==> config.mk <==
export PLATFORM = sky130hd
export DESIGN_NAME = sandpile_grain_dropper_flat
export DESIGN_NICKNAME = d
export VERILOG_FILES = /design/src/rtl/sandpile_grain_dropper_if.sv /design/src/rtl/sandpile_grain_dropper.sv /design/src/flat_wrapper.sv
export SDC_FILE = /design/constraint.sdc
export NUM_CORES = 1
export LEC_CHECK = 0
export ABC_AREA = 1
export CAP_MARGIN = 15
export CORE_MARGIN = 8
export CORE_UTILIZATION = 40
export CTS_CLUSTER_DIAMETER = 40
export CTS_CLUSTER_SIZE = 8
export DETAILED_ROUTE_END_ITERATION = 12
export HOLD_SLACK_MARGIN = 0.05
export PLACE_DENSITY = 0.68
export SYNTH_ARGS = -nofsm -noshare
export SYNTH_HDL_FRONTEND = slang
export SYNTH_SLANG_ARGS = --single-unit
==> constraint.sdc <==
create_clock -name clk -period 5.4 [get_ports clk]
set_clock_uncertainty 0.2 [all_clocks]
set_input_delay 1.08 -clock clk [delete_from_list [all_inputs] [get_ports clk]]
set_output_delay 1.08 -clock clk [all_outputs]
set_load 0.03 [all_outputs]
==> src/rtl/sandpile_grain_dropper_if.sv <==
// Drop-request handshake between the grain dropper (master) and the grid engine (slave).
interface sandpile_grain_dropper_if;
   logic       drop_valid;
   logic [9:0] drop_addr;
   logic       drop_ready;

   modport master (output drop_valid, output drop_addr, input drop_ready);
   modport slave  (input drop_valid, input drop_addr, output drop_ready);
endinterface

==> src/rtl/sandpile_grain_dropper.sv <==
// Samples TRNG cell indices on a programmable tick into a FWFT FIFO and issues grain drops.
// Optional accepted-drop counter enabled by macro DROPPER_STATS_EN.
module sandpile_grain_dropper #(
   parameter int NUM_CELLS  = 480,
   parameter int FIFO_DEPTH = 4,
   parameter int PERIOD_W   = 16
) (
   input  logic                    clk,
   input  logic                    rst_n,
   input  logic                    enable,
   input  logic                    clear,
   input  logic [PERIOD_W-1:0]     drop_period,
   input  logic [9:0]              random_in,
   sandpile_grain_dropper_if.master drop_if,
   output logic [7:0]              lost_cnt,
   output logic [15:0]             drop_cnt
);
   localparam int AW = $clog2(FIFO_DEPTH);
   localparam logic [0:0] IDLE = 1'b0;
   localparam logic [0:0] RUN  = 1'b1;

   logic [0:0]                 state;
   logic [PERIOD_W-1:0]        period_cnt;
   logic [FIFO_DEPTH-1:0][9:0] mem;
   logic [AW-1:0]              wr_ptr, rd_ptr;
   logic [AW:0]                occ;
   logic                       tick, in_range, push_req, push, pop, full, empty;

   assign tick     = (state == RUN) && enable && (period_cnt == drop_period);
   assign in_range = {1'b0, random_in} < 11'(NUM_CELLS);
   assign push_req = tick && in_range;
   assign empty    = (occ == '0);
   assign full     = (occ == (AW+1)'(FIFO_DEPTH));
   assign pop      = !empty && drop_if.drop_ready;
   // A full FIFO still accepts a push when the head leaves in the same cycle.
   assign push     = push_req && (!full || pop);

   always_ff @(posedge clk or negedge rst_n) begin
      if (!rst_n) begin
         state      <= IDLE;
         period_cnt <= '0;
      end else begin
         if (state == IDLE) begin
            period_cnt <= '0;
            if (enable) state <= RUN;
         end else if (!enable) begin
            state      <= IDLE;
            period_cnt <= '0;
         end else if (tick) begin
            period_cnt <= '0;
         end else begin
            period_cnt <= period_cnt + PERIOD_W'(1);
         end
         if (clear) period_cnt <= '0;
      end
   end

   always_ff @(posedge clk or negedge rst_n) begin
      if (!rst_n) begin
         wr_ptr   <= '0;
         rd_ptr   <= '0;
         occ      <= '0;
         lost_cnt <= '0;
      end else if (clear) begin
         wr_ptr   <= '0;
         rd_ptr   <= '0;
         occ      <= '0;
         lost_cnt <= '0;
      end else begin
         if (push) wr_ptr <= wr_ptr + AW'(1);
         if (pop)  rd_ptr <= rd_ptr + AW'(1);
         if (push && !pop)      occ <= occ + (AW+1)'(1);
         else if (pop && !push) occ <= occ - (AW+1)'(1);
         if (push_req && full && !pop && lost_cnt != 8'hFF)
            lost_cnt <= lost_cnt + 8'd1;
      end
   end

   always_ff @(posedge clk) begin
      if (push && !clear) mem[wr_ptr] <= random_in;
   end

   // Storage is not reset, so the address is forced to zero whenever nothing is pending.
   assign drop_if.drop_valid = !empty;
   assign drop_if.drop_addr  = empty ? 10'd0 : mem[rd_ptr];

`ifdef DROPPER_STATS_EN
   always_ff @(posedge clk or negedge rst_n) begin
      if (!rst_n)     drop_cnt <= '0;
      else if (clear) drop_cnt <= '0;
      else if (pop)   drop_cnt <= drop_cnt + 16'd1;
   end
`else
   assign drop_cnt = '0;
`endif
endmodule
==> src/flat_wrapper.sv <==
// flat-port wrapper written by rule: the top's interface ports become plain ports
module sandpile_grain_dropper_flat 
#(
   parameter int NUM_CELLS  = 480,
   parameter int FIFO_DEPTH = 4,
   parameter int PERIOD_W   = 16
)
  (clk, rst_n, enable, clear, drop_period, random_in, lost_cnt, drop_cnt, drop_if_drop_valid, drop_if_drop_addr, drop_if_drop_ready);
  sandpile_grain_dropper_if drop_if_i ();
  input  logic clk;
  input  logic rst_n;
  input  logic enable;
  input  logic clear;
  input  logic [PERIOD_W-1:0] drop_period;
  input  logic [9:0] random_in;
  output logic [7:0] lost_cnt;
  output logic [15:0] drop_cnt;
  output wire logic [$bits(drop_if_i.drop_valid)-1:0] drop_if_drop_valid;
  output wire logic [$bits(drop_if_i.drop_addr)-1:0] drop_if_drop_addr;
  input wire logic [$bits(drop_if_i.drop_ready)-1:0] drop_if_drop_ready;
  assign drop_if_drop_valid = drop_if_i.drop_valid;
  assign drop_if_drop_addr = drop_if_i.drop_addr;
  assign drop_if_i.drop_ready = drop_if_drop_ready;
  sandpile_grain_dropper #(.NUM_CELLS(NUM_CELLS), .FIFO_DEPTH(FIFO_DEPTH), .PERIOD_W(PERIOD_W)) u_core (.clk(clk), .rst_n(rst_n), .enable(enable), .clear(clear), .drop_period(drop_period), .random_in(random_in), .drop_if(drop_if_i), .lost_cnt(lost_cnt), .drop_cnt(drop_cnt));
endmodule
# ---- After elaboration in Yosys (flattened, before gate mapping)
# Index checks and enable logic that the tools add are counted.
dict set report word_totals {
  reg_bits 72
  latch_bits 0
  ram_bits 0
  romBits 0
  word_cells 66
  n_memories 0
}
dict set report op_classes {
  add_sub_neg 6
  mul 0
  div 0
  n_lt_le_gt_ge 4
  eq_ne 3
  shifts 0
  muxes 20
  bitwise 0
  reduce_logical 23
}
# operator n
set ops {}
lappend ops {{2-to-1 mux 16 bit} 4}
lappend ops {{bitwise mux 40 bit} 1}
lappend ops {{2-to-1 mux 10 bit} 3}
lappend ops {{binary-select mux 10 bit (select 2 bit)} 1}
lappend ops {{demux 10 bit (select 2 bit)} 1}
lappend ops {{adder 16 x 1 -> 16 bit (second input constant)} 1}
lappend ops {{== test 16 bit} 1}
lappend ops {{2-to-1 mux 8 bit} 2}
lappend ops {{logical AND 1 bit} 12}
lappend ops {{less-than comparator 10 x 9 -> 1 bit (second input constant)} 1}
lappend ops {{2-to-1 mux 3 bit} 3}
lappend ops {{adder 8 x 1 -> 8 bit (second input constant)} 1}
lappend ops {{2-to-1 mux 2 bit} 4}
lappend ops {{inequality test 8 bit (second input constant)} 1}
lappend ops {{less-than comparator 2 x 3 -> 1 bit (second input constant)} 2}
lappend ops {{nonzero test 2 bit} 3}
lappend ops {{zero test 1 bit} 5}
lappend ops {{adder 2 x 1 -> 2 bit (second input constant)} 2}
lappend ops {{adder 3 x 1 -> 3 bit (second input constant)} 1}
lappend ops {{== test 3 bit (second input constant)} 1}
lappend ops {{zero test 3 bit} 1}
lappend ops {{nonzero test 3 bit} 1}
lappend ops {{subtractor 3 x 1 -> 3 bit (second input constant)} 1}
lappend ops {{>= comparator 2 x 1 -> 1 bit (second input constant)} 1}
lappend ops {{other kinds (2)} 2}

# ---- Logic depth before layout (Yosys ltp)
# Gate-level depths: netlist of run 1.
dict set report depth {
  ltp_word 10
  ltp_mapped 14
  mapped_depth_nobuf 14
}

# ---- Worst setup path before layout of run 1
# Ideal clock, no wire load.
dict set report synth_timing {
  kind {in2reg}
  from {input port drop_period[7]}
  to {register u_core.mem[0] in the netlist's numbering, enable pin}
  t_arrival_ps 2402
  required_ps 4824
  slack_ps 2421
  cell_stages 9
  n_path_buf 0
  path_cell_list {xnor2_1 -> nand2_1 -> nor2_1 -> nand2_1 -> nor2_4 -> nand2_4 -> a21oi_2 -> nand2_1 -> nor2_1}
}
dict set report synth_between {
  elab_chain_len 5
}
# element line_no
set synth_rtl {}
lappend synth_rtl {{start, declared} flat_wrapper.sv:14} ;# input logic [PERIOD_W-1:0] drop_period;
lappend synth_rtl {{== test 16 bit} sandpile_grain_dropper.sv:29} ;# assign tick = (state == RUN) && enable && (period_cnt == drop_period);
lappend synth_rtl {{logical AND 1 bit} sandpile_grain_dropper.sv:29}
lappend synth_rtl {{logical AND 1 bit} sandpile_grain_dropper.sv:31} ;# assign push_req = tick && in_range;
lappend synth_rtl {{logical AND 1 bit} sandpile_grain_dropper.sv:36} ;# assign push = push_req && (!full || pop);
lappend synth_rtl {{logical AND 1 bit} sandpile_grain_dropper.sv:80} ;# if (push && !clear) mem[wr_ptr] <= random_in;
lappend synth_rtl {{end signal, assigned by index} sandpile_grain_dropper.sv:80}
lappend synth_rtl {{end, declared} sandpile_grain_dropper.sv:24} ;# logic [FIFO_DEPTH-1:0][9:0] mem;
# Every way passes these cells.
# A chain may end at the register's enable or synchronous reset.

# ---- Final worst setup path of run 1
dict set report layout_timing {
  from {register u_core.rd_ptr[0]}
  to {output port drop_if_drop_addr[7]}
}
dict set report layout_between {
  elab_chain_len 3
}
# element line_no
set layout_rtl {}
lappend layout_rtl {{start, declared} sandpile_grain_dropper.sv:25} ;# logic [AW-1:0] wr_ptr, rd_ptr;
lappend layout_rtl {{start signal, assigned} sandpile_grain_dropper.sv:71} ;# if (pop) rd_ptr <= rd_ptr + AW'(1);
lappend layout_rtl {{binary-select mux 10 bit (select 2 bit)} sandpile_grain_dropper.sv:85} ;# assign drop_if.drop_addr = empty ? 10'd0 : mem[rd_ptr];
lappend layout_rtl {{2-to-1 mux 10 bit (implied by the code)} sandpile_grain_dropper.sv:85}
lappend layout_rtl {{2-to-1 mux 10 bit} sandpile_grain_dropper.sv:85}
lappend layout_rtl {{end, declared} flat_wrapper.sv:19} ;# output wire logic [$bits(drop_if_i.drop_addr)-1:0] drop_if_drop_addr;
# Every way passes these cells. The select of a mux whose other input is x is not followed.

==> results of run 1 <==
[power breakdown]
part	switching [W]	leakage (nW)	internal (W)
Sequential	0.0000315	0.799	0.000596
Combinational	0.000302	0.831	0.000175
Clock	0.000203	0.0949	0.000216
[per-stage QoR]
step / power, W / setup slack, ns / hold slack [ns] / cells / util, %
floorplan: 0.000941 / 2.42 / 0.265 / 412 / -
global placement: 0.00111 / 1.44 / 0.305 / 546 / 46.3
detailed placement: 0.00112 / 1.38 / 0.318 / 546 / 46.3
CTS: 0.00154 / 1.33 / 0.331 / 562 / 48.5
global route: 0.00161 / 1.22 / 0.348 / 562 / 48.5
finish: 0.00152 / 1.42 / 0.324 / 562 / 48.5
[cell families (layout without fill, tap and decap cells)]
family	Yosys count	count (layout)	synth area share, %
compound gates	57	57	8.67
xor+xnor	22	22	5.21
fa+ha+maj	7	7	2.57
buf+inv	74	113	9.31
flops	72	72	54.2
other cells	1	16	0.101
simple gates	164	164	19.9
[state kept, by name, summed over array words and instances, names as in the netlist]
name and flops:
u_core.mem 40, u_core.period_cnt 16, u_core.lost_cnt 8, u_core.occ 3
u_core.rd_ptr 2, u_core.wr_ptr 2, u_core.state 1
[routing by layer]
| layer | global-route usage, % | vias up | routed length, um |
|---|---|---|---|
| met1 | 14.9 | 1231 | 3420 |
| li1 | - | 1362 | - |
| met4 | 5.85 | 0 | 89 |
| met3 | 3.33 | 7 | 447 |
| met5 | 0 | - | 0 |
| met2 | 20.6 | 75 | 3630 |
[worst max-delay path by stage]
stage / slack [ns] / start / cells past startpoint / to
after floorplan: 2.42 / drop_period[7] / 9 / u_core.mem[0]
after global placement: 1.44 / enable / 9 / u_core.mem[7]
after detailed placement: 1.38 / enable / 9 / u_core.mem[23]
after CTS: 1.33 / u_core.rd_ptr[0] / 4 / drop_if_drop_addr[4]
after global routing: 1.22 / u_core.rd_ptr[0] / 4 / drop_if_drop_addr[8]
final: 1.42 / u_core.rd_ptr[0] / 4 / drop_if_drop_addr[7]
[final cells by class]
cell class              instances  area (um2)  share of cell area, %
multi-input cells             266        1410                   31.8
clock buffers                  10         128                   2.89
well taps                     111         139                   3.15
inverters                      47         176                   4.00
repair buffers                 50         498                   11.3
clock inverters                 6        67.6                   1.53
flip-flops and latches         72        2000                   45.3
[cells in the final DEF, fill, tap and decap left out, drive strengths merged, types with 3 or more instances in the layout]
cell,netlist,routed
conb,1,16
clkbuf,8,10
edfxtp,40,40
nor3,7,7
nand2,53,53
a31oi,3,3
nor2,76,76
clkdlybuf4s50,0,49
xnor2,12,12
ha,6,6
inv,47,49
nor4,3,3
xor2,10,10
nand4,4,4
nand3,18,18
o21ai,30,30
a21oi,17,17
dfrtp,32,32
==> run metrics, run 1 <==
initial DRC count approximately 100; Synth top area share approximately 33%; Required @ worst endpoint around 4 ns; # DRC 0; HPWL after DPL roughly 5500 um; Tmin final a little under 4 ns; mapped cell area 0.00369 mm2; Die Wd 112 um; vias per cell ~4.8; status completed; CP arrival 2.70 ns; DR pass1 iterations 4; Ys Warns 0; number of max-cap violations 0; final WL around 7600 um; Placer Congestion 0.854; number of synthesized flops with an enable pin 40; CP Buf/Inv Count 2; clock latency on the worst-skew pair ~0.34 ns; initial antenna violation count 0; WHS Path Cells 1; Slew @ Worst Pin a little under 1 ns; synthesized flop and latch total 72; worst path cell trace inv_1, o21ai_0, a21oi_1, clkdlybuf4s50_1; Post-DP Area about 0.0042 mm2; hold crit path type register to register; layout cells sized above 1 7.76%; TritonCTS buffer count 9; synthesized area per cell approximately 9.3 um2; vias in the first global route ~2700; max-slew violations 0; fin area ~0.0044 mm2; CTS Hold Bufs 0; most common cell in the netlist nor2_1; Power Dens Cells ~340 mW/mm2; R2R cell count 11; WS Path Type register to output port; GRT overflow 0; crit path launch type register; Synth top cells by count nor2_1, nand2_1, inv_1; sequential share of the synthesized area between 50% and 60%; ys async rst share 44.4%; Clock Tree Buf Depth 2; Worst Hold End u_core.period_cnt[0]; GR Util All Layers 12.5%; post_cts resized 0; slowest stage cell, crit path dfrtp_1; largest net degree at the start of global routing 33; Slew HR about 35%; num rows 35; H-tree levels 3; CP Max Fanout 22; Area growth syn-to-layout 19.5%; r2r setup slk approximately 2.5 ns; first-pass GRT wire length 12800 um; die area between 0.01 and 0.015 mm2; WL/cell around 14 um; io pins 66; # diodes 0; peak supply drop 0.136 mV; maximum clock frequency ~250 MHz; port bufs approximately 50; clk sink count 72; R2R Path Start u_core.occ[1]; FF-to-FF End u_core.occ[1]; Core Footprint approximately 0.0091 mm2; crit-path max cell delay approximately 0.83 ns; kind of end point of the critical path output port; Fin. Hold Viols 0; Worst path top cell family by delay buffers and inverters; RSZ-0062 raised after global routing false; die height around 110 um; CTS root buffer clkbuf_8; Yosys cell types 40; top_reg_cell synth edfxtp_1; Min-Delay Startpoint u_core.period_cnt[0]; Post-Syn Instances between 300 and 400; final period utilization 73.6%; largest cells by area after synthesis edfxtp_1, dfrtp_1, nor2_1; setup violators final 0; Post-CTS Setup Bufs 0; antenna-violating nets left 0; clock-pin slew on the worst setup and hold paths ~0.080 ns; TNS Setup 0 ns; Leakage Power between 1.5 and 2 nW; TritonCTS clock tree done; layout filler cell count 838; Initial Util 40.6%; Vias about 2700; dominant cell type by area after synthesis edfxtp_1; final net count slightly below 500
Note: power is estimated with default switching activity, not from simulation.
==> run 2: changes to the inputs <==
- PLACE_DENSITY: 0.68 -> 0.71
- clock period: 5.4 -> 3.6 ns (I/O delays scaled with it)
==> run metrics, run 2 (synthesized netlist as in run 1, its figures left out) <==
routed wl met3 486 um (+8.7%); initial antenna violation count 0 (unchanged); first-pass GRT wire length 12800 um (+0.60%); Initial Util 40.6% (unchanged); Required @ worst endpoint 2.68 ns (-1.44 ns); CTS Hold Bufs 0 (unchanged); max-slew violations 0 (unchanged); Top reg by flops u_core.mem; slowest stage cell, crit path clkdlybuf4s50_1; top routing layer used met4; DR pass1 iterations 4 (unchanged); Placer Congestion 0.808 (-5.4%); CTS root buffer clkbuf_8; die area 0.0126 mm2 (unchanged); Core Footprint 0.00911 mm2 (unchanged); final WL 7610 um (+0.24%); fin area 0.00444 mm2 (+0.51%); GR Util All Layers 12.6% (+0.16 points); Power Dens Cells 502 mW/mm2 (+46%); Vias 2700 (+0.93%); final period utilization 86.7%; biggest regs u_core.mem x40, u_core.period_cnt x16, u_core.lost_cnt x8; peak supply drop 0.227 mV (+67%); clock latency on the worst-skew pair 0.35 ns (about the same); Min-Delay Startpoint u_core.period_cnt[0]; initial DRC count 149 (+48%); Leakage Power 1.75 nW (+1.3%); HPWL after DPL 5530 um (+0.62%); max FFs per register 40 (unchanged); Slew @ Worst Pin 0.538 ns (-0.440 ns); status completed; WS Path Type register to output port; WL met1 3430 um (+0.23%); R2R Path Start u_core.occ[0]; io pins 66 (unchanged); storage element area 0.00200 mm2 (unchanged); clock-pin slew on the worst setup and hold paths 0.08 ns (about the same); post_cts resized 0 (unchanged); Multi-input gate area 0.00141 mm2 (unchanged); Fin. Hold Viols 0 (unchanged); worst path cell trace inv_1, o21ai_0, a21oi_1, clkdlybuf4s50_1; final net count 491 (+1.4%); number of max-cap violations 0 (unchanged); num rows 35 (unchanged); kind of end point of the critical path output port; Tmin final 3.12 ns; vias per cell 4.75 (-0.31%); layout cells sized above 1 9.17% (+1.4 points); Post-DP Area 0.00427 mm2 (+1.2%); antenna-violating nets left 0 (unchanged); CP Max Fanout 21 (-4.5%); TritonCTS clock tree done; CP startpoint u_core.rd_ptr[0]; Clock Tree Buf Depth 2 (unchanged); Die Wd 112 um (unchanged); H-tree levels 3 (unchanged); maximum clock frequency 320 MHz; die height 112 um (unchanged); commonest non-fill, non-tap cell in the layout nor2_1; layout filler cell count 843 (+0.60%); GRT overflow 0 (unchanged); TritonCTS buffer count 9 (unchanged); RSZ-0062 raised after global routing false; crit-path max cell delay 0.71 ns (-0.12 ns); TNS Setup 0 ns (unchanged); Slew HR 64.1% (+30 points); setup violators final 0 (unchanged); routed length on met2 3610 um (-0.69%); clk sink count 72 (unchanged); largest net degree at the start of global routing 33 (unchanged); vias in the first global route 2737 (+1.9%); crit path launch type register; WL/cell 13.4 um (-1.0%); hold crit path type register to register; port bufs 49 (unchanged); CP arrival 2.20 ns (-0.50 ns); # diodes 0 (unchanged); Post-CTS Setup Bufs 0 (unchanged); # DRC 0 (unchanged); total power 0.00223 W (+46%); most frequent cells in the layout nor2_1, nand2_1, clkdlybuf4s50_1, inv_1, edfxtp_1; Area growth syn-to-layout 20.1%
## run 2: area by class of cell
type                    instances  area share (%)
clock buffers                  11            2.96
flip-flops and latches         72            45.1
repair buffers                 57            12.4
well taps                     111            3.13
multi-input cells             266            31.7
inverters                      47            3.98
clock inverters                 5           0.761
## run 2: final timing paths
kind / slack, ns / cells after the start / end
max in group asynchronous: 2.34 / 2 / u_core.wr_ptr[0]
max: 0.48 / 4 / drop_if_drop_addr[9]
min reg2reg: 0.30 / 1 / u_core.period_cnt[0]
min: 0.30 / 1 / u_core.period_cnt[0]
min in group asynchronous: 0.56 / 2 / u_core.lost_cnt[0]
max reg2reg: 1.11 / 12 / u_core.occ[1]
## run 2: per-stage QoR
| step | cells | setup WS [ns] | util (%) | hold WS (ns) |
|---|---|---|---|---|
| floorplan | 412 | 0.981 | - | 0.224 |
| global placement | 553 | 0.558 | 46.9 | 0.287 |
| detailed placement | 553 | 0.433 | 46.9 | 0.291 |
| CTS | 569 | 0.445 | 48.7 | 0.302 |
| global route | 569 | 0.257 | 48.7 | 0.332 |
| finish | 569 | 0.479 | 48.7 | 0.298 |
## run 2: critical path, delay by kind of cell (launching register included)
family                 cells  cell delay [ns]
buffers and inverters      2             1.09
AO/OA/AOI/OAI              2             0.39
flip-flops                 1             0.38
## run 2: power breakdown
group          total (W)  switching [W]  internal (W)
logic           0.000774       0.000491      0.000282
registers       0.000910      0.0000153      0.000895
clock network   0.000545       0.000296      0.000249
## run 2: per-layer routing
layer	global-route usage, %	vias up
met4	3.51	0
li1	-	1373
met5	0	-
met2	21.1	68
met3	4.88	10
met1	14.8	1249
